==> src/rtl/instr_stream_encoder_pkg.sv <==
// Shared encodings for the instruction stream encoder: field widths, opcodes,
// request kinds, FSM states and the request payload struct.
package instr_stream_encoder_pkg;

  localparam int unsigned WORD_W   = 32;
  localparam int unsigned OPCODE_W = 6;
  localparam int unsigned REG_W    = 5;
  localparam int unsigned IMM_W    = 16;
  localparam int unsigned TARGET_W = 26;
  localparam int unsigned FUNCT_W  = 6;
  localparam int unsigned KIND_W   = 3;

  localparam logic [OPCODE_W-1:0] OP_LW    = 6'b100011;
  localparam logic [OPCODE_W-1:0] OP_SW    = 6'b101011;
  localparam logic [OPCODE_W-1:0] OP_LUI   = 6'b001111;
  localparam logic [OPCODE_W-1:0] OP_J     = 6'b000010;
  localparam logic [OPCODE_W-1:0] OP_RTYPE = 6'b000000;
  localparam logic [OPCODE_W-1:0] OP_SRL   = 6'b000001;

  typedef enum logic [KIND_W-1:0] {
    KIND_LW  = 3'd0,
    KIND_SW  = 3'd1,
    KIND_LUI = 3'd2,
    KIND_J   = 3'd3,
    KIND_MUL = 3'd4,
    KIND_SRL = 3'd5
  } kind_e;

  typedef enum logic [1:0] {
    ST_IDLE  = 2'd0,
    ST_LOAD  = 2'd1,
    ST_FLUSH = 2'd2,
    ST_DONE  = 2'd3
  } state_e;

  typedef struct packed {
    logic [KIND_W-1:0]   kind;
    logic [REG_W-1:0]    rs;
    logic [REG_W-1:0]    rt;
    logic [REG_W-1:0]    rd;
    logic [REG_W-1:0]    shamt;
    logic [IMM_W-1:0]    imm;
    logic [TARGET_W-1:0] target;
  } instr_fields_t;

  // Kinds 6 and 7 have no encoding in the decoder's accepted set.
  function automatic logic kind_is_legal(input logic [KIND_W-1:0] kind);
    return kind <= KIND_W'(KIND_SRL);
  endfunction

endpackage

==> src/rtl/instr_stream_encoder_if.sv <==
// Request handshake and instruction-memory write bus of the encoder.
interface instr_stream_encoder_if
  import instr_stream_encoder_pkg::*;
#(
  parameter int unsigned ADDR_W = 10
) ();

  logic                in_valid;
  logic                in_ready;
  logic [KIND_W-1:0]   in_kind;
  logic [REG_W-1:0]    in_rs;
  logic [REG_W-1:0]    in_rt;
  logic [REG_W-1:0]    in_rd;
  logic [REG_W-1:0]    in_shamt;
  logic [IMM_W-1:0]    in_imm;
  logic [TARGET_W-1:0] in_target;
  logic                in_last;

  logic                imem_we;
  logic [ADDR_W-1:0]   imem_addr;
  logic [WORD_W-1:0]   imem_wdata;

  modport master (
    output in_valid, in_kind, in_rs, in_rt, in_rd, in_shamt, in_imm, in_target, in_last,
    input  in_ready,
    input  imem_we, imem_addr, imem_wdata
  );

  modport slave (
    input  in_valid, in_kind, in_rs, in_rt, in_rd, in_shamt, in_imm, in_target, in_last,
    output in_ready,
    output imem_we, imem_addr, imem_wdata
  );

endinterface

==> src/rtl/instr_stream_encoder_field_pack.sv <==
// Combinational packer: request kind + fields -> 32-bit instruction word and
// an illegal-kind flag. Illegal kinds yield an all-zero word.
module instr_stream_encoder_field_pack
  import instr_stream_encoder_pkg::*;
#(
  parameter logic [FUNCT_W-1:0] FUNCT_MUL = 6'b011000
) (
  input  instr_fields_t       fields_i,
  output logic [WORD_W-1:0]   word_c,
  output logic                illegal_c
);

  always_comb begin
    word_c    = '0;
    illegal_c = !kind_is_legal(fields_i.kind);
    case (fields_i.kind)
      KIND_LW:  word_c = {OP_LW,  fields_i.rs, fields_i.rt, fields_i.imm};
      KIND_SW:  word_c = {OP_SW,  fields_i.rs, fields_i.rt, fields_i.imm};
      KIND_LUI: word_c = {OP_LUI, REG_W'(0),   fields_i.rt, fields_i.imm};
      KIND_J:   word_c = {OP_J,   fields_i.target};
      KIND_MUL: word_c = {OP_RTYPE, fields_i.rs, fields_i.rt, fields_i.rd,
                          REG_W'(0), FUNCT_MUL};
      KIND_SRL: word_c = {OP_SRL, fields_i.rs, fields_i.rt, REG_W'(0),
                          fields_i.shamt, FUNCT_W'(0)};
      default:  word_c = '0;
    endcase
  end

endmodule

==> src/rtl/instr_stream_encoder.sv <==
// Program loader: encodes accepted instruction requests and writes them to
// consecutive instruction-memory words, one write per accepted legal request.
module instr_stream_encoder
  import instr_stream_encoder_pkg::*;
#(
  parameter int unsigned        ADDR_W    = 10,
  parameter int unsigned        DEPTH     = 256,
  parameter logic [FUNCT_W-1:0] FUNCT_MUL = 6'b011000
) (
  input  logic                  clk,
  input  logic                  rst_n,
  input  logic                  start,
  input  logic [ADDR_W-1:0]     base_addr,
  instr_stream_encoder_if.slave bus,
  output logic                  busy,
  output logic                  done,
  output logic                  err_illegal,
  output logic                  err_overflow,
  output logic [ADDR_W-1:0]     count
);

  state_e              state_q,        state_d;
  logic                in_ready_q,     in_ready_d;
  logic                busy_q,         busy_d;
  logic                done_q,         done_d;
  logic                imem_we_q,      imem_we_d;
  logic [ADDR_W-1:0]   imem_addr_q,    imem_addr_d;
  logic [WORD_W-1:0]   imem_wdata_q,   imem_wdata_d;
  logic [ADDR_W-1:0]   wr_addr_q,      wr_addr_d;
  logic [ADDR_W-1:0]   wr_cnt_q,       wr_cnt_d;
  logic [ADDR_W-1:0]   count_q,        count_d;
  logic                err_illegal_q,  err_illegal_d;
  logic                err_overflow_q, err_overflow_d;

  instr_fields_t       req_fields;
  logic [WORD_W-1:0]   pack_word_c;
  logic                pack_illegal_c;
  logic                accept_c;
  logic [1:0]          unused_base_lsb;

  // Word alignment is forced, so the two low base bits carry no information.
  assign unused_base_lsb = base_addr[1:0];

  assign req_fields.kind   = bus.in_kind;
  assign req_fields.rs     = bus.in_rs;
  assign req_fields.rt     = bus.in_rt;
  assign req_fields.rd     = bus.in_rd;
  assign req_fields.shamt  = bus.in_shamt;
  assign req_fields.imm    = bus.in_imm;
  assign req_fields.target = bus.in_target;

  instr_stream_encoder_field_pack #(
    .FUNCT_MUL (FUNCT_MUL)
  ) u_field_pack (
    .fields_i  (req_fields),
    .word_c    (pack_word_c),
    .illegal_c (pack_illegal_c)
  );

  assign accept_c = bus.in_valid && in_ready_q;

  // wr_addr/wr_cnt track writes as they are issued; count follows the strobes.
  always_comb begin
    state_d        = state_q;
    imem_we_d      = 1'b0;
    imem_addr_d    = imem_addr_q;
    imem_wdata_d   = imem_wdata_q;
    wr_addr_d      = wr_addr_q;
    wr_cnt_d       = wr_cnt_q;
    count_d        = imem_we_q ? count_q + ADDR_W'(1) : count_q;
    err_illegal_d  = err_illegal_q;
    err_overflow_d = err_overflow_q;

    case (state_q)
      ST_IDLE: begin
        if (start) begin
          state_d        = ST_LOAD;
          wr_addr_d      = {base_addr[ADDR_W-1:2], 2'b00};
          wr_cnt_d       = '0;
          count_d        = '0;
          err_illegal_d  = 1'b0;
          err_overflow_d = 1'b0;
        end
      end
      ST_LOAD: begin
        if (accept_c) begin
          if (pack_illegal_c) begin
            err_illegal_d = 1'b1;
          end else if (wr_cnt_q == ADDR_W'(DEPTH)) begin
            err_overflow_d = 1'b1;
          end else begin
            imem_we_d    = 1'b1;
            imem_addr_d  = wr_addr_q;
            imem_wdata_d = pack_word_c;
            wr_addr_d    = wr_addr_q + ADDR_W'(4);
            wr_cnt_d     = wr_cnt_q + ADDR_W'(1);
          end
          if (bus.in_last) begin
            state_d = ST_FLUSH;
          end
        end
      end
      ST_FLUSH: state_d = ST_DONE;
      ST_DONE:  state_d = ST_IDLE;
      default:  state_d = ST_IDLE;
    endcase

    in_ready_d = (state_d == ST_LOAD);
    busy_d     = (state_d != ST_IDLE);
    done_d     = (state_d == ST_DONE);
  end

  always_ff @(posedge clk) begin
    if (!rst_n) begin
      state_q        <= ST_IDLE;
      in_ready_q     <= 1'b0;
      busy_q         <= 1'b0;
      done_q         <= 1'b0;
      imem_we_q      <= 1'b0;
      imem_addr_q    <= '0;
      imem_wdata_q   <= '0;
      wr_addr_q      <= '0;
      wr_cnt_q       <= '0;
      count_q        <= '0;
      err_illegal_q  <= 1'b0;
      err_overflow_q <= 1'b0;
    end else begin
      state_q        <= state_d;
      in_ready_q     <= in_ready_d;
      busy_q         <= busy_d;
      done_q         <= done_d;
      imem_we_q      <= imem_we_d;
      imem_addr_q    <= imem_addr_d;
      imem_wdata_q   <= imem_wdata_d;
      wr_addr_q      <= wr_addr_d;
      wr_cnt_q       <= wr_cnt_d;
      count_q        <= count_d;
      err_illegal_q  <= err_illegal_d;
      err_overflow_q <= err_overflow_d;
    end
  end

  assign bus.in_ready   = in_ready_q;
  assign bus.imem_we    = imem_we_q;
  assign bus.imem_addr  = imem_addr_q;
  assign bus.imem_wdata = imem_wdata_q;
  assign busy           = busy_q;
  assign done           = done_q;
  assign err_illegal    = err_illegal_q;
  assign err_overflow   = err_overflow_q;
  assign count          = count_q;

endmodule

==> src/flat_wrapper.sv <==
// flat-port wrapper written by rule: the top's interface ports become plain ports
module instr_stream_encoder_flat import instr_stream_encoder_pkg::*;
#(
  parameter int unsigned        ADDR_W    = 10,
  parameter int unsigned        DEPTH     = 256,
  parameter logic [FUNCT_W-1:0] FUNCT_MUL = 6'b011000
)
  (clk, rst_n, start, base_addr, busy, done, err_illegal, err_overflow, count, bus_in_valid, bus_in_kind, bus_in_rs, bus_in_rt, bus_in_rd, bus_in_shamt, bus_in_imm, bus_in_target, bus_in_last, bus_in_ready, bus_imem_we, bus_imem_addr, bus_imem_wdata);
  instr_stream_encoder_if #(.ADDR_W(ADDR_W)) bus_i ();
  input  logic clk;
  input  logic rst_n;
  input  logic start;
  input  logic [ADDR_W-1:0] base_addr;
  output logic busy;
  output logic done;
  output logic err_illegal;
  output logic err_overflow;
  output logic [ADDR_W-1:0] count;
  input wire logic [$bits(bus_i.in_valid)-1:0] bus_in_valid;
  input wire logic [$bits(bus_i.in_kind)-1:0] bus_in_kind;
  input wire logic [$bits(bus_i.in_rs)-1:0] bus_in_rs;
  input wire logic [$bits(bus_i.in_rt)-1:0] bus_in_rt;
  input wire logic [$bits(bus_i.in_rd)-1:0] bus_in_rd;
  input wire logic [$bits(bus_i.in_shamt)-1:0] bus_in_shamt;
  input wire logic [$bits(bus_i.in_imm)-1:0] bus_in_imm;
  input wire logic [$bits(bus_i.in_target)-1:0] bus_in_target;
  input wire logic [$bits(bus_i.in_last)-1:0] bus_in_last;
  output wire logic [$bits(bus_i.in_ready)-1:0] bus_in_ready;
  output wire logic [$bits(bus_i.imem_we)-1:0] bus_imem_we;
  output wire logic [$bits(bus_i.imem_addr)-1:0] bus_imem_addr;
  output wire logic [$bits(bus_i.imem_wdata)-1:0] bus_imem_wdata;
  assign bus_i.in_valid = bus_in_valid;
  assign bus_i.in_kind = bus_in_kind;
  assign bus_i.in_rs = bus_in_rs;
  assign bus_i.in_rt = bus_in_rt;
  assign bus_i.in_rd = bus_in_rd;
  assign bus_i.in_shamt = bus_in_shamt;
  assign bus_i.in_imm = bus_in_imm;
  assign bus_i.in_target = bus_in_target;
  assign bus_i.in_last = bus_in_last;
  assign bus_in_ready = bus_i.in_ready;
  assign bus_imem_we = bus_i.imem_we;
  assign bus_imem_addr = bus_i.imem_addr;
  assign bus_imem_wdata = bus_i.imem_wdata;
  instr_stream_encoder #(.ADDR_W(ADDR_W), .DEPTH(DEPTH), .FUNCT_MUL(FUNCT_MUL)) u_core (.clk(clk), .rst_n(rst_n), .start(start), .base_addr(base_addr), .bus(bus_i), .busy(busy), .done(done), .err_illegal(err_illegal), .err_overflow(err_overflow), .count(count));
endmodule
==> config.mk <==
export PLATFORM = sky130hd
export DESIGN_NAME = instr_stream_encoder_flat
export DESIGN_NICKNAME = d
export VERILOG_FILES = /design/src/rtl/instr_stream_encoder_pkg.sv /design/src/rtl/instr_stream_encoder_if.sv /design/src/rtl/instr_stream_encoder_field_pack.sv /design/src/rtl/instr_stream_encoder.sv /design/src/flat_wrapper.sv
export SDC_FILE = /design/constraint.sdc
export NUM_CORES = 1
export LEC_CHECK = 0
export CORE_MARGIN = 5
export CORE_UTILIZATION = 42
export CTS_CLUSTER_DIAMETER = 200
export DETAILED_ROUTE_END_ITERATION = 8
export GPL_TIMING_DRIVEN = 0
export HOLD_SLACK_MARGIN = 0.06
export PLACE_DENSITY = 0.76
export SYNTH_ARGS = -nofsm -noshare
export SYNTH_HDL_FRONTEND = slang
export SYNTH_SLANG_ARGS = --single-unit
==> constraint.sdc <==
create_clock -name clk -period 1.85 [get_ports clk]
set_input_delay 0.185 -clock clk [delete_from_list [all_inputs] [get_ports clk]]
set_output_delay 0.185 -clock clk [all_outputs]
set_load 0.01 [all_outputs]
==> Word-level counts from Yosys, hierarchy flattened <==
Cells that the tools add are included.
{ "word_totals": {"elab_cells": 71, "register_bits": 80, "out_inout_bits": 58} }
{ "classes": {"muxes": 27, "n_lt_le_gt_ge": 1, "bitwise": 1, "eq_ne": 17, "reduce_logical": 10, "addsub": 3} }
{ "ops": {"columns": ["op", "count"], "rows": [
  ["32-bit one-hot mux with 6 select lines", 1],
  ["10-bit 2-to-1 mux", 11],
  ["10-bit one-hot mux with 2 select lines", 2],
  ["10-bit by 1-bit adder with 10-bit output, second input constant", 2],
  ["4-bit AND reduction", 3],
  ["10-bit by 3-bit adder with 10-bit output, second input constant", 1],
  ["10-bit by 9-bit equality test with 1-bit output, second input constant", 1],
  ["5-bit AND reduction", 2],
  ["2-bit != test, second input constant", 4],
  ["2-bit one-hot mux with 4 select lines", 1],
  ["1-bit 2-to-1 mux", 7],
  ["2-bit equality test, second input constant", 3],
  ["3-bit by 2-bit equality test with 1-bit output, second input constant", 2],
  ["3-bit equality test, second input constant", 2],
  ["2-bit 2-to-1 mux", 3],
  ["2-bit by 1-bit equality test with 1-bit output, second input constant", 2],
  ["2-bit by 1-bit != test with 1-bit output, second input constant", 2],
  ["1-bit one-hot mux with 2 select lines", 2],
  ["2-bit nonzero test", 2],
  ["3-bit by 1-bit equality test with 1-bit output, second input constant", 1],
  ["3-bit less-or-equal comparator, second input constant", 1],
  ["3-bit logical NOT", 1],
  ["2-bit logical NOT", 1],
  ["1-bit logical AND", 1],
  ["1-bit NOT", 1]
]} }

==> Logic depth before layout (Yosys ltp) <==
{ "depth": {"ltp_word": 5, "mapped_depth": 8, "depth_no_buf": 6} }

==> By module <==
A second synthesis with hierarchy kept.
{ "hier_totals": {"cells_unflattened": 505, "hier_area_um2": 3773.6} }
{ "modules_own_cells": {"columns": ["module", "seq_area_each_um2", "area_each_um2", "cells_per_inst", "instances"], "rows": [
  ["instr_stream_encoder", 1521.5, 3195.6, 390, 1],
  ["instr_stream_encoder_field_pack", 0.0, 578.1, 115, 1]
]} }

==> Worst setup path before layout <==
OpenSTA, ideal clock, no wires.
{ "synth_timing": {"path_type": "register -> register", "from": "register u_core.wr_cnt_q[2]", "to": "register u_core.imem_wdata_q[13], in the netlist u_core.bus.imem_wdata[13]", "t_arrival_ns": 1.704, "required_time_ns": 1.705, "n_path_buf": 1, "setup_ns": 0.145, "setup_slack_ns": 0.001, "path_stages_with_launch": 6, "period_less_slack_ns": 1.849, "path_cell_list": "dfxtp_1 -> or4_4 -> o31a_1 -> clkbuf_1 -> a21oi_1 -> a211oi_2"} }
{ "synth_via": {"elab_chain_len": 3} }
{ "synth_lines": {"columns": ["element", "line", "source"], "rows": [
  ["from (decl)", "instr_stream_encoder.sv:30", "logic [ADDR_W-1:0] wr_cnt_q, wr_cnt_d;"],
  ["from (signal assigned)", "instr_stream_encoder.sv:136", "wr_cnt_q <= wr_cnt_d;"],
  ["10-bit by 9-bit equality test with 1-bit output", "instr_stream_encoder.sv:89", "end else if (wr_cnt_q == ADDR_W'(DEPTH)) begin"],
  ["1-bit NOT (no line)", null, null],
  ["4-bit AND reduction (no line)", null, null],
  ["to (signal assigned)", "instr_stream_encoder.sv:134", "imem_wdata_q <= imem_wdata_d;"],
  ["to (decl)", "instr_stream_encoder.sv:28", "logic [WORD_W-1:0] imem_wdata_q, imem_wdata_d;"]
]} }
Every way passes these cells.
A chain may end at the register's enable or synchronous reset.

==> Worst setup path after layout <==
{ "layout_timing": {"from": "register u_core.wr_cnt_q[5]", "to": "register u_core.wr_addr_q[2]"} }
{ "layout_via": {"elab_chain_len": 3} }
{ "layout_lines": {"columns": ["element", "line", "source"], "rows": [
  ["10-bit by 9-bit equality test with 1-bit output", "instr_stream_encoder.sv:89", null],
  ["2-bit != test (no line)", null, null],
  ["5-bit AND reduction (no line)", null, null],
  ["to (signal assigned)", "instr_stream_encoder.sv:135", "wr_addr_q <= wr_addr_d;"],
  ["to (decl)", "instr_stream_encoder.sv:29", "logic [ADDR_W-1:0] wr_addr_q, wr_addr_d;"]
]} }
Every way passes these cells.

==> metrics.txt <==
synth unique cells 61; Max VDD drop 0.521 mV; RePlAce Congestion 0.900; worst rel slew slack 51.8%; highest cell delay on the worst timing path 580 ps; fmax 0.536 GHz; Seq cells post-synth 75; TritonCTS clock tree done; RSZ-0062 raised after global routing true; Clock Skew 10.3 ps; final hold vios 0; reg2reg path depth 4; top cell type's share of synthesized area 36.0%; die area 12000 um2; clock share of power 36.0%; share of layout cells above drive strength 1 16.7%; Primary FF master, synth dfxtp_1; sink of the worst hold path u_core.wr_cnt_q[5]; GRT Overall Usage 23.6%; Comb power frac 20.9%; status finished, violations left; Critical Path Source Type flop; width of the die 110 um; vias in the first global route 4478; r2r startpoint u_core.wr_cnt_q[5]; vias after detailed routing 4573; largest net degree at the start of global routing 14; design area 6130 um2; Final WS setup -17.1 ps; post-route ant nets 0; final setup fails 4; final wirelength 14.6 mm; Final Util 63.0%; H-tree levels 3; max-cap violation count 0; Synth area leader dfxtp_1; via/cell ratio 5.70; pwr dens 645 nW/um2; core footprint 9730 um2; row cnt 36; clk root buf clkbuf_8; DRC Markers 0; switching part of the total 29.0%; Final TNS setup -46.0 ps; FFs w/ async S/R, synth 0%; cell leakage power 2.17 nW; Initial Util 42.9%; crit path capture type flop; Die Height 110 um; Antenna Diode Count 0; CP max-delay cell or4_4; dpl ws -839 ps; CP arrival 2170 ps; Initial DRC Count 275; P_sw 0.00115 W; First-pass DRT Iterations 5; area grow syn2layout 46.9%; wire per inst 18.2 um; Syn Area/Cell 8.10 um2; Clock Latency Late Sink 360 ps; Worst R2R Setup Slack -20 ps; first-pass GRT wire length 22.3 mm; Cells after Synth 515; worst path buffer plus inverter count 0; Flop pwr share 43.1%; Hold Crit Class input port to flop; post-layout min period 1870 ps; hold path depth 3; DP Wirelength 10.6 mm; post-synthesis sequential area ratio 36.0%; Worst Path Max Fanout 7; FF-to-FF End u_core.wr_addr_q[2]; Yosys Warn Count 0; Max Transition Viols Final 0; grt ovf 0; slew at the pin closest to its max-slew limit 723 ps; Post-synth top cells a21oi_1, dfxtp_1, clkbuf_1; fin nets 748; initial antenna violation count 0; CTS max path bufs 2; Crit path required time 2150 ps; Post-synth EDFFs 0; FILL cells 856; critical path class flop to flop; num ports 138; Cell Int Power 0.00281 W; Mapped Area 4170 um2; Final Cycle Share 101%; Area contributors post-synth dfxtp_1, a21oi_1, a211oi_2, nand3_1, o21ai_0; top-count cell post-synth a21oi_1; Placed Area 5640 um2; clk sinks 75; Num CTS Buffers 9; hold_sp rst_n; Reg clk slew, reported paths 80 ps; Post-CTS Hold Buffers 0; violated checks negative setup slack; IO Port Bufs 129; cell family with most CP delay compound AO/OA/AOI/OAI gates; crit-path cells or4_4 -> o31a_4 -> o21ai_2 -> o221a_2
## metal layers
| metal | track usage [%] | wire length (um) |
|---|---|---|
| met4 | 10.8 | 503 |
| met5 | 0 | 0 |
| met2 | 39.0 | 6760 |
| met1 | 30.2 | 6410 |
| met3 | 3.82 | 911 |
## logic make-up after synthesis
group	count (synthesis)	share of synthesized area [%]
compound gates	188	30.7
xor+xnor	8	1.68
fa+ha+maj	4	1.20
buf+inv	72	7.73
flops	75	36.0
mux	6	1.47
other cells	1	0.0898
simple gates	161	21.2
## power groups by stage
stage / clock network (W) / registers, W / logic [W]
after global placement: 0 / 0.00174 / 0.000740
final: 0.00143 / 0.00170 / 0.000827
after floorplan: 0 / 0.00174 / 0.000400
after CTS: 0.00142 / 0.00170 / 0.000783
after detailed placement: 0 / 0.00174 / 0.000752
after global routing: 0.00150 / 0.00171 / 0.000883
## final cells by class
class,instances,area (um2),share of cell area (%)
tap,133,166,2.71
clock buffer,9,124,2.02
clock inverter,7,92.6,1.51
inverter,21,78.8,1.29
timing repair buffer,139,1390,22.6
sequential,75,1520,24.7
buffer,48,290,4.73
multi-input combinational,370,2480,40.4
## stage by stage
stage	total power, W	cells	hold WS, ps
3_3_place_gp	0.00248	779	460
4_1_cts	0.00391	799	250
6_report	0.00396	802	255
3_5_place_dp	0.00249	779	466
5_1_grt	0.00410	802	306
2_1_floorplan	0.00214	517	411
## worst max path at each step
stage,from,slack [ps],endpoint,depth (start not counted)
floorplan,u_core.wr_cnt_q[2],1,u_core.bus.imem_wdata[13],5
global placement,bus_in_kind[2],-700,u_core.bus.imem_addr[7],8
detailed placement,bus_in_kind[2],-840,u_core.bus.imem_wdata[1],8
CTS,u_core.wr_cnt_q[5],5,u_core.wr_addr_q[9],5
global route,u_core.wr_cnt_q[5],-80,u_core.wr_cnt_q[6],5
finish,u_core.wr_cnt_q[5],-20,u_core.wr_addr_q[2],4
## cell usage in the layout (no fill, tap or decap), types with 13 or more instances in the layout
cell / synthesis / layout
dfxtp_1: 75 / 68
nor2_1: 19 / 19
clkdlybuf4s50_1: 0 / 128
nand2_1: 25 / 25
a21oi_2: 1 / 14
nand2b_1: 18 / 17
a211oi_2: 20 / 20
o21ai_0: 28 / 27
nor2b_1: 13 / 13
a21oi_1: 81 / 67
clkbuf_1: 37 / 20
inv_1: 20 / 20
nand3_1: 30 / 30
## repair_timing
action                     4_1_cts  5_1_grt
resized for setup               37       41
cloned                           2        2
setup buffers                    5        1
hold endpoints to repair         0        0
pin swaps                        3        6
setup endpoints to repair       63       50
## worst reg2reg max path: stages (launching register included)
cell and delay, ps:
dfxtp_2 330, or4_4 580, o31a_4 360, o21ai_2 310
o221a_2 230
## state kept, by name, indices dropped and copies added (netlist names)
signal and cells:
u_core.bus.imem_wdata 31, u_core.count 10, u_core.wr_cnt_q 10, u_core.bus.imem_addr 8, u_core.wr_addr_q 8, u_core.state_q 2
u_core.bus.imem_we 1, u_core.bus.in_ready 1, u_core.busy 1, u_core.done 1, u_core.err_illegal 1, u_core.err_overflow 1
Power figures use the tool's default switching activity.
